$ cat config.mk
export PLATFORM = sky130hd
export DESIGN_NAME = bus_slot_scheduler
export DESIGN_NICKNAME = d
export VERILOG_FILES = /design/src/rtl/bus_slot_scheduler.sv
export SDC_FILE = /design/constraint.sdc
export NUM_CORES = 1
export LEC_CHECK = 0
export ABC_AREA = 1
export BUFFER_PORTS_ARGS = -buffer_cell sky130_fd_sc_hd__clkbuf_2
export CORE_MARGIN = 3
export CORE_UTILIZATION = 50
export CTS_CLUSTER_DIAMETER = 40
export DETAILED_ROUTE_END_ITERATION = 12
export HOLD_SLACK_MARGIN = 0.08
export PLACE_DENSITY_LB_ADDON = 0.12
export SETUP_SLACK_MARGIN = 0.3
export SLEW_MARGIN = 10
export SYNTH_ARGS = -nofsm -noshare
export SYNTH_HDL_FRONTEND = slang
export SYNTH_SLANG_ARGS = --single-unit
$ cat constraint.sdc
create_clock -name clock_i -period 2 [get_ports clock_i]
set_clock_uncertainty 0.2 [all_clocks]
set_input_delay 0.1 -clock clock_i [delete_from_list [all_inputs] [get_ports clock_i]]
set_output_delay 0.1 -clock clock_i [all_outputs]
set_load 0.02 [all_outputs]
$ cat src/rtl/bus_slot_scheduler.sv
// Time-division owner of the shared RAM bus: a fixed frame with reserved video
// and CPU slots, guard cycles between owners, and a free window that is lent to
// Wishbone only when a worst-case transaction fits before the next guard.
module bus_slot_scheduler #(
    parameter int unsigned FRAME_CYCLES  = 64,
    parameter int unsigned VIDEO_CYCLES  = 8,
    parameter int unsigned CPU_CYCLES    = 8,
    parameter int unsigned WB_MAX_CYCLES = 8
) (
    input  logic                            clock_i,
    input  logic                            reset_i,
    input  logic                            wb_req_i,
    input  logic                            wb_done_i,
    output logic                            video_grant_o,
    output logic                            cpu_grant_o,
    output logic                            wb_grant_o,
    output logic                            video_strobe_o,
    output logic                            cpu_strobe_o,
    output logic                            overrun_o,
    output logic [$clog2(FRAME_CYCLES)-1:0] slot_count_o
);

    localparam int unsigned CountWidth = $clog2(FRAME_CYCLES);

    localparam logic [CountWidth-1:0] FrameLast = CountWidth'(FRAME_CYCLES - 1);
    localparam logic [CountWidth-1:0] VideoLast = CountWidth'(VIDEO_CYCLES - 1);
    localparam logic [CountWidth-1:0] CpuFirst  = CountWidth'(VIDEO_CYCLES + 1);
    localparam logic [CountWidth-1:0] CpuLast   = CountWidth'(VIDEO_CYCLES + CPU_CYCLES);
    localparam logic [CountWidth-1:0] WinFirst  = CountWidth'(VIDEO_CYCLES + CPU_CYCLES + 2);
    // Latest start that still lets a worst-case transaction end before the last guard.
    localparam logic [CountWidth-1:0] StartLast = CountWidth'(FRAME_CYCLES - 1 - WB_MAX_CYCLES);

    if (VIDEO_CYCLES + CPU_CYCLES + 2 + WB_MAX_CYCLES > FRAME_CYCLES - 1) begin : g_param_check
        $fatal(1, "bus_slot_scheduler: slots do not fit in FRAME_CYCLES");
    end

    typedef enum logic [1:0] {
        StIdle,
        StGrant,
        StTurn
    } wb_state_e;

    wb_state_e             wb_state_q, wb_state_d;
    logic [CountWidth-1:0] count_q, count_d;
    logic                  video_grant_q, video_grant_d;
    logic                  cpu_grant_q, cpu_grant_d;
    logic                  video_strobe_q, video_strobe_d;
    logic                  cpu_strobe_q, cpu_strobe_d;
    logic                  overrun_q, overrun_d;
    logic                  start_ok;

    // Frame counter and reserved-slot decode for the cycle about to be entered.
    always_comb begin
        count_d = (count_q == FrameLast) ? '0 : count_q + 1'b1;
        // Video is armed only by a wrap to 0, so a partial first frame never
        // hands the bus to video mid-slot.
        video_grant_d  = (count_d == '0) | ((count_d <= VideoLast) & video_grant_q);
        video_strobe_d = video_grant_d & (count_d == VideoLast);
        cpu_grant_d    = (count_d >= CpuFirst) & (count_d <= CpuLast);
        cpu_strobe_d   = (count_d == CpuLast);
        start_ok       = (count_d >= WinFirst) & (count_d <= StartLast);
    end

    // Wishbone ownership: grant, one turnaround cycle, forced revoke at frame end.
    always_comb begin
        wb_state_d = wb_state_q;
        overrun_d  = overrun_q;
        unique case (wb_state_q)
            StIdle: begin
                if (wb_req_i && start_ok) begin
                    wb_state_d = StGrant;
                end
            end
            StGrant: begin
                if (wb_done_i) begin
                    wb_state_d = StTurn;
                end else if (count_d == FrameLast) begin
                    wb_state_d = StIdle;
                    overrun_d  = 1'b1;
                end
            end
            StTurn: begin
                // The turnaround cycle itself is the gap; a waiting request may follow it.
                wb_state_d = (wb_req_i && start_ok) ? StGrant : StIdle;
            end
            default: begin
                wb_state_d = StIdle;
            end
        endcase
    end

    // State and registered outputs; reset drops every grant without a clock edge.
    always_ff @(posedge clock_i or posedge reset_i) begin
        if (reset_i) begin
            count_q        <= '0;
            video_grant_q  <= 1'b0;
            cpu_grant_q    <= 1'b0;
            video_strobe_q <= 1'b0;
            cpu_strobe_q   <= 1'b0;
            overrun_q      <= 1'b0;
            wb_state_q     <= StIdle;
        end else begin
            count_q        <= count_d;
            video_grant_q  <= video_grant_d;
            cpu_grant_q    <= cpu_grant_d;
            video_strobe_q <= video_strobe_d;
            cpu_strobe_q   <= cpu_strobe_d;
            overrun_q      <= overrun_d;
            wb_state_q     <= wb_state_d;
        end
    end

    assign slot_count_o   = count_q;
    assign video_grant_o  = video_grant_q;
    assign cpu_grant_o    = cpu_grant_q;
    assign video_strobe_o = video_strobe_q;
    assign cpu_strobe_o   = cpu_strobe_q;
    assign overrun_o      = overrun_q;
    assign wb_grant_o     = (wb_state_q == StGrant);

endmodule
---- Word-level counts from Yosys, hierarchy flattened ----
Cells that the tools add are included.
word-level totals
  bits in registers ....................... 13
  latch bits .............................. 0
  bits in writable memories ............... 0
  ROM bits ................................ 0
  bits of input ports ..................... 4
  word-level logic and storage cells ...... 38
  memories kept ........................... 0
operators by class
  $add $sub $neg .......................... 1
  multipliers ............................. 0
  div/mod/pow operators ................... 0
  order comparisons ....................... 5
  eq/ne operators ......................... 8
  shifts and indexed selects .............. 0
  muxes and demuxes ....................... 6
  bitwise logic cells ..................... 6
  reductions and logical operators ........ 5
operators by type and width
  operator                                              number
  == test 6 bit (second input constant)                 2
  adder 6 x 1 -> 6 bit (second input constant)          1
  == test 6 x 3 -> 1 bit (second input constant)        1
  == test 6 x 5 -> 1 bit (second input constant)        1
  >= comparator 6 x 4 -> 1 bit (second input constant)  1
  >= comparator 6 x 5 -> 1 bit (second input constant)  1
  <= comparator 6 x 3 -> 1 bit (second input constant)  1
  <= comparator 6 x 5 -> 1 bit (second input constant)  1
  <= comparator 6 bit (second input constant)           1
  zero test 6 bit                                       1
  two-way mux 2 bit                                     3
  two-way mux 6 bit                                     1
  one-hot mux 2 bit (3 select lines)                    1
  AND 1 bit                                             4
  != test 3 x 2 -> 1 bit (second input constant)        1
  AND reduction 3 bit                                   1
  == test 2 x 1 -> 1 bit (second input constant)        1
  == test 2 bit (second input constant)                 1
  zero test 2 bit                                       1
  != test 2 bit (second input constant)                 1
  AND reduction 2 bit                                   1
  logical AND 1 bit                                     1
  two-way mux 1 bit                                     1
  NOT 1 bit                                             1
  bitwise OR 1 bit                                      1

---- Longest topological paths before layout ----
  depth in word-level cells ............... 7
  mapped depth ............................ 10
  mapped depth without buffers ............ 10

---- Least setup slack after synthesis ----
No wires, ideal clock.
  path type ............................... register to register
  start point ............................. register count_q[1] (netlist: slot_count_o[1])
  end point ............................... register wb_state_q[0]
  setup time .............................. 0.119 ns
  arrival ................................. 1.377 ns
  required time ........................... 1.681 ns
  slack ................................... 0.304 ns
  cell stages (with the launch flop) ...... 11
  buffers on the path ..................... 0
  clock period less this slack ............ 1.696 ns
  cells stage by stage .................... dfrtp_1 > ha_1 > nand2_2 > nor2_2 > nand2_2 > inv_2 > nor2_2 > nor2_1 > nand2_1 > nand3_1 > nand2_1
on the way
  longest elaborated chain between the ends .. 7
  elaborated cells on any way between the ends .. 13
RTL lines
  what                                                                       RTL line  text
  start: declaration                                                         44        logic [CountWidth-1:0] count_q, count_d;
  start signal: assignment                                                   103       count_q <= count_d;
  adder 6 x 1 -> 6 bit or == test 6 bit (tied branches)                      54        count_d = (count_q == FrameLast) ? '0 : count_q + 1'b1;
  two-way mux 6 bit *                                                        54
  via count_d[3]                                                             44
  >= comparator 6 x 5 -> 1 bit or <= comparator 6 bit (tied branches)        61        start_ok = (count_d >= WinFirst) & (count_d <= StartLast);
  AND 1 bit                                                                  61
  logical AND 1 bit                                                          70, 84
  two-way mux 1 bit or != test 2 bit (tied branches)                         --
  one-hot mux 2 bit (3 select lines) or AND reduction 2 bit (tied branches)  --
  end signal: assignment                                                     101       wb_state_q <= StIdle;
  end signal: assignment                                                     109       wb_state_q <= wb_state_d;
  end: declaration                                                           43        wb_state_e wb_state_q, wb_state_d;
The timed path passes the listed nets; every way through them passes the cells marked *.
A chain may end at the register's enable or synchronous reset.

---- Worst setup path in the final report ----
Ends and elaborated chain as after synthesis.

==> impl_metrics.json <==
{
  "outcome": "finished, final reports clean",
  "antenna_found_initial": 0,
  "core_um2": 1220,
  "fmaxAchievable_mhz": 618,
  "rows": 12,
  "ys_seq_elements": 13,
  "postSynthAreaPerCell_um2": 8.21,
  "grt_usage": 0.175,
  "tns_ns": 0,
  "synth_cell_type_count": 19,
  "dr.pass1.iters": 4,
  "slowest_delay_ns": 0.41,
  "cts_buffers": 3,
  "setup_viol": 0,
  "ios": 16,
  "dp_cells": 115,
  "grt_pass1_wl_um": 2460,
  "die_y_um": 43.6,
  "vias": 620,
  "critical_path.top_delay_family": "simple AND/OR/NAND/NOR gates",
  "critPathArrivalTime_ns": 1.58,
  "dieArea_um2": 1900,
  "antennaDiodeCount": 0,
  "vias_per_cell": 4.96,
  "overflow": 0,
  "drtAntennaViolNets": 0,
  "synth_area_um2": 706,
  "critPathMaxFanout": 4,
  "slew_violations": 0,
  "use_met1": 0.201,
  "drive_gt1_frac": 0.369,
  "synth_cells": 86,
  "fin_crit_sh": 0.809,
  "critical_path_class": "reg -> reg",
  "stdcell_count": 125,
  "htreeDepth": 1,
  "synth_fp_nets": 94,
  "critPathBufInv": 0,
  "final-hold-violation-count": 0,
  "timing.slew.headroom": 0.664,
  "area_delta_synth_final_pct": 28.0,
  "worst_slew_pin_slew_ns": 0.503,
  "grt.busiest_layer": "met2",
  "setup.worst_path.start_class": "flop",
  "hold_class": "in -> async",
  "wl_per_cell_um": 12.3,
  "fin_nets": 120,
  "use_met2": 0.320,
  "dieWidth_um": 43.6,
  "rsz0062_at_grt": "true",
  "drtIter0Drc": 20,
  "power_leakage_nw": 0.491,
  "required_ns": 1.96,
  "power-per-cell-area_nw_per_um2": 520,
  "use_met3": 0.0249,
  "cts_tree": "built",
  "n_fill_cell": 87,
  "dp_slack_ns": 0.249,
  "seq_area_frac_synth": 0.461,
  "crit_slowest_cell": "dfrtp_2",
  "dp.final_hpwl_um": 1110,
  "io_buffer_count": 15,
  "first_global_vias": 598,
  "grt_max_degree": 14,
  "final.min_clock_period_ns": 1.62,
  "totalWireLength_um": 1540,
  "cp-end-kind": "flop",
  "clockBufferDepth": 2,
  "ctsRootBufferMaster": "clkbuf_4",
  "yosysWarnings": 0,
  "clkTransAtPathRegs_ns": 0.08,
  "path_cells": "ha_2 > nand2_2 > nor2_4 > nor2_2 > nand2_2 > nand2_4 > nand2_1 > o21ai_1 > nand2_1",
  "clock_latency_ns": 0.27,
  "drv_cap": 0,
  "drc": 0,
  "setup_ws_ns": 0.382,
  "irDropWorstVdd_uv": 314,
  "initial_utilization": 0.580,
  "gp_congestion": 0.853,
  "cts.sinks": 13
}
-- Yosys cell counts --
cell type  instances  share of area
nor3_1             1         0.0071
nand3_1            5          0.035
dfrtp_1           13           0.46
nand3_2            1          0.014
nand2_1           20           0.11
inv_2              2          0.011
o21ai_0            1         0.0071
nor2_4             1          0.016
nand2_2            6          0.053
o21ai_1            1         0.0071
nor2_1             8          0.043
inv_1             13          0.069
nand3b_2           1          0.016
ha_1               4          0.071
nor3b_1            1          0.011
nor2_2             5          0.044
nand4_1            1         0.0089
o21bai_1           1          0.011
o22ai_1            1         0.0089
-- worst min-delay path, cell delays in order --
cell and delay [ns]:
dlygate4sd3_1 0.54, clkbuf_2 0.11, inv_1 0.37
-- layout make-up --
class                      instances  area (um2)  area share
clock buffer                       4        26.3      0.0291
inverter                          15        56.3      0.0623
multi-input combinational         58         349       0.386
sequential                        13         327       0.361
tap                               14        17.5      0.0194
timing repair buffer              21         128       0.141
-- metal layers --
| metal | vias to the layer above | wire length [um] |
|---|---|---|
| met5 | - | 0 |
| met4 | 0 | 28 |
| met3 | 6 | 63 |
| met2 | 22 | 801 |
| met1 | 280 | 648 |
| li1 | 312 | - |
-- cells by family after synthesis --
logic type,Yosys count,share of synthesized area
buf+inv,15,0.0798
compound gates,4,0.0337
fa+ha+maj,4,0.0709
flops,13,0.461
simple gates,50,0.355
-- worst paths after layout --
kind                              endpoint       startpoint  cells after the start  slack, ns
setup / recovery             wb_state_q[0]  slot_count_o[1]                      9       0.38
hold / removal                 cpu_grant_o          reset_i                      3       0.20
setup reg to reg             wb_state_q[0]  slot_count_o[1]                      9       0.38
hold reg to reg              wb_state_q[1]    wb_state_q[1]                      1       0.27
max in group asynchronous  slot_count_o[1]          reset_i                      3       1.04
min in group clock_i         wb_state_q[1]    wb_state_q[1]                      1       0.27
-- what timing repair did --
action,4_1_cts,5_1_grt
endpoints found under the hold margin,16,0
gates resized for setup,1,8
setup endpoints to repair,5,5
buffers inserted,3,0
hold buffers,3,0
-- registers in the layout (all words and copies together), names as in the netlist --
signal / count
cpu_grant_o: 1
cpu_strobe_o: 1
overrun_o: 1
slot_count_o: 6
video_grant_o: 1
video_strobe_o: 1
wb_state_q: 2
-- cell usage in the layout, fill, tap and decap left out, types with 4 or more instances in the layout --
cell	n
nand2_1	20
clkbuf_2	15
nand3_1	5
nor2_1	7
inv_1	12
nand2_2	5
dfrtp_1	12
nor2_4	4
-- power breakdown --
group	internal (mW)	total [mW]	switching (mW)
sequential	0.268	0.273	0.00407
combinational	0.0149	0.0369	0.0220
clock	0.0771	0.160	0.0831
-- per-stage QoR --
stage / util / hold WS (ns) / area [um2] / total power, mW
4_1_cts: 0.722 / 0.204 / 878 / 0.475
2_1_floorplan: - / -0.223 / 706 / 0.299
3_5_place_dp: 0.656 / -0.0623 / 798 / 0.311
3_3_place_gp: 0.656 / -0.0827 / 798 / 0.309
6_report: 0.743 / 0.195 / 903 / 0.470
5_1_grt: 0.743 / 0.223 / 903 / 0.491
(Power assumes the default switching activity.)
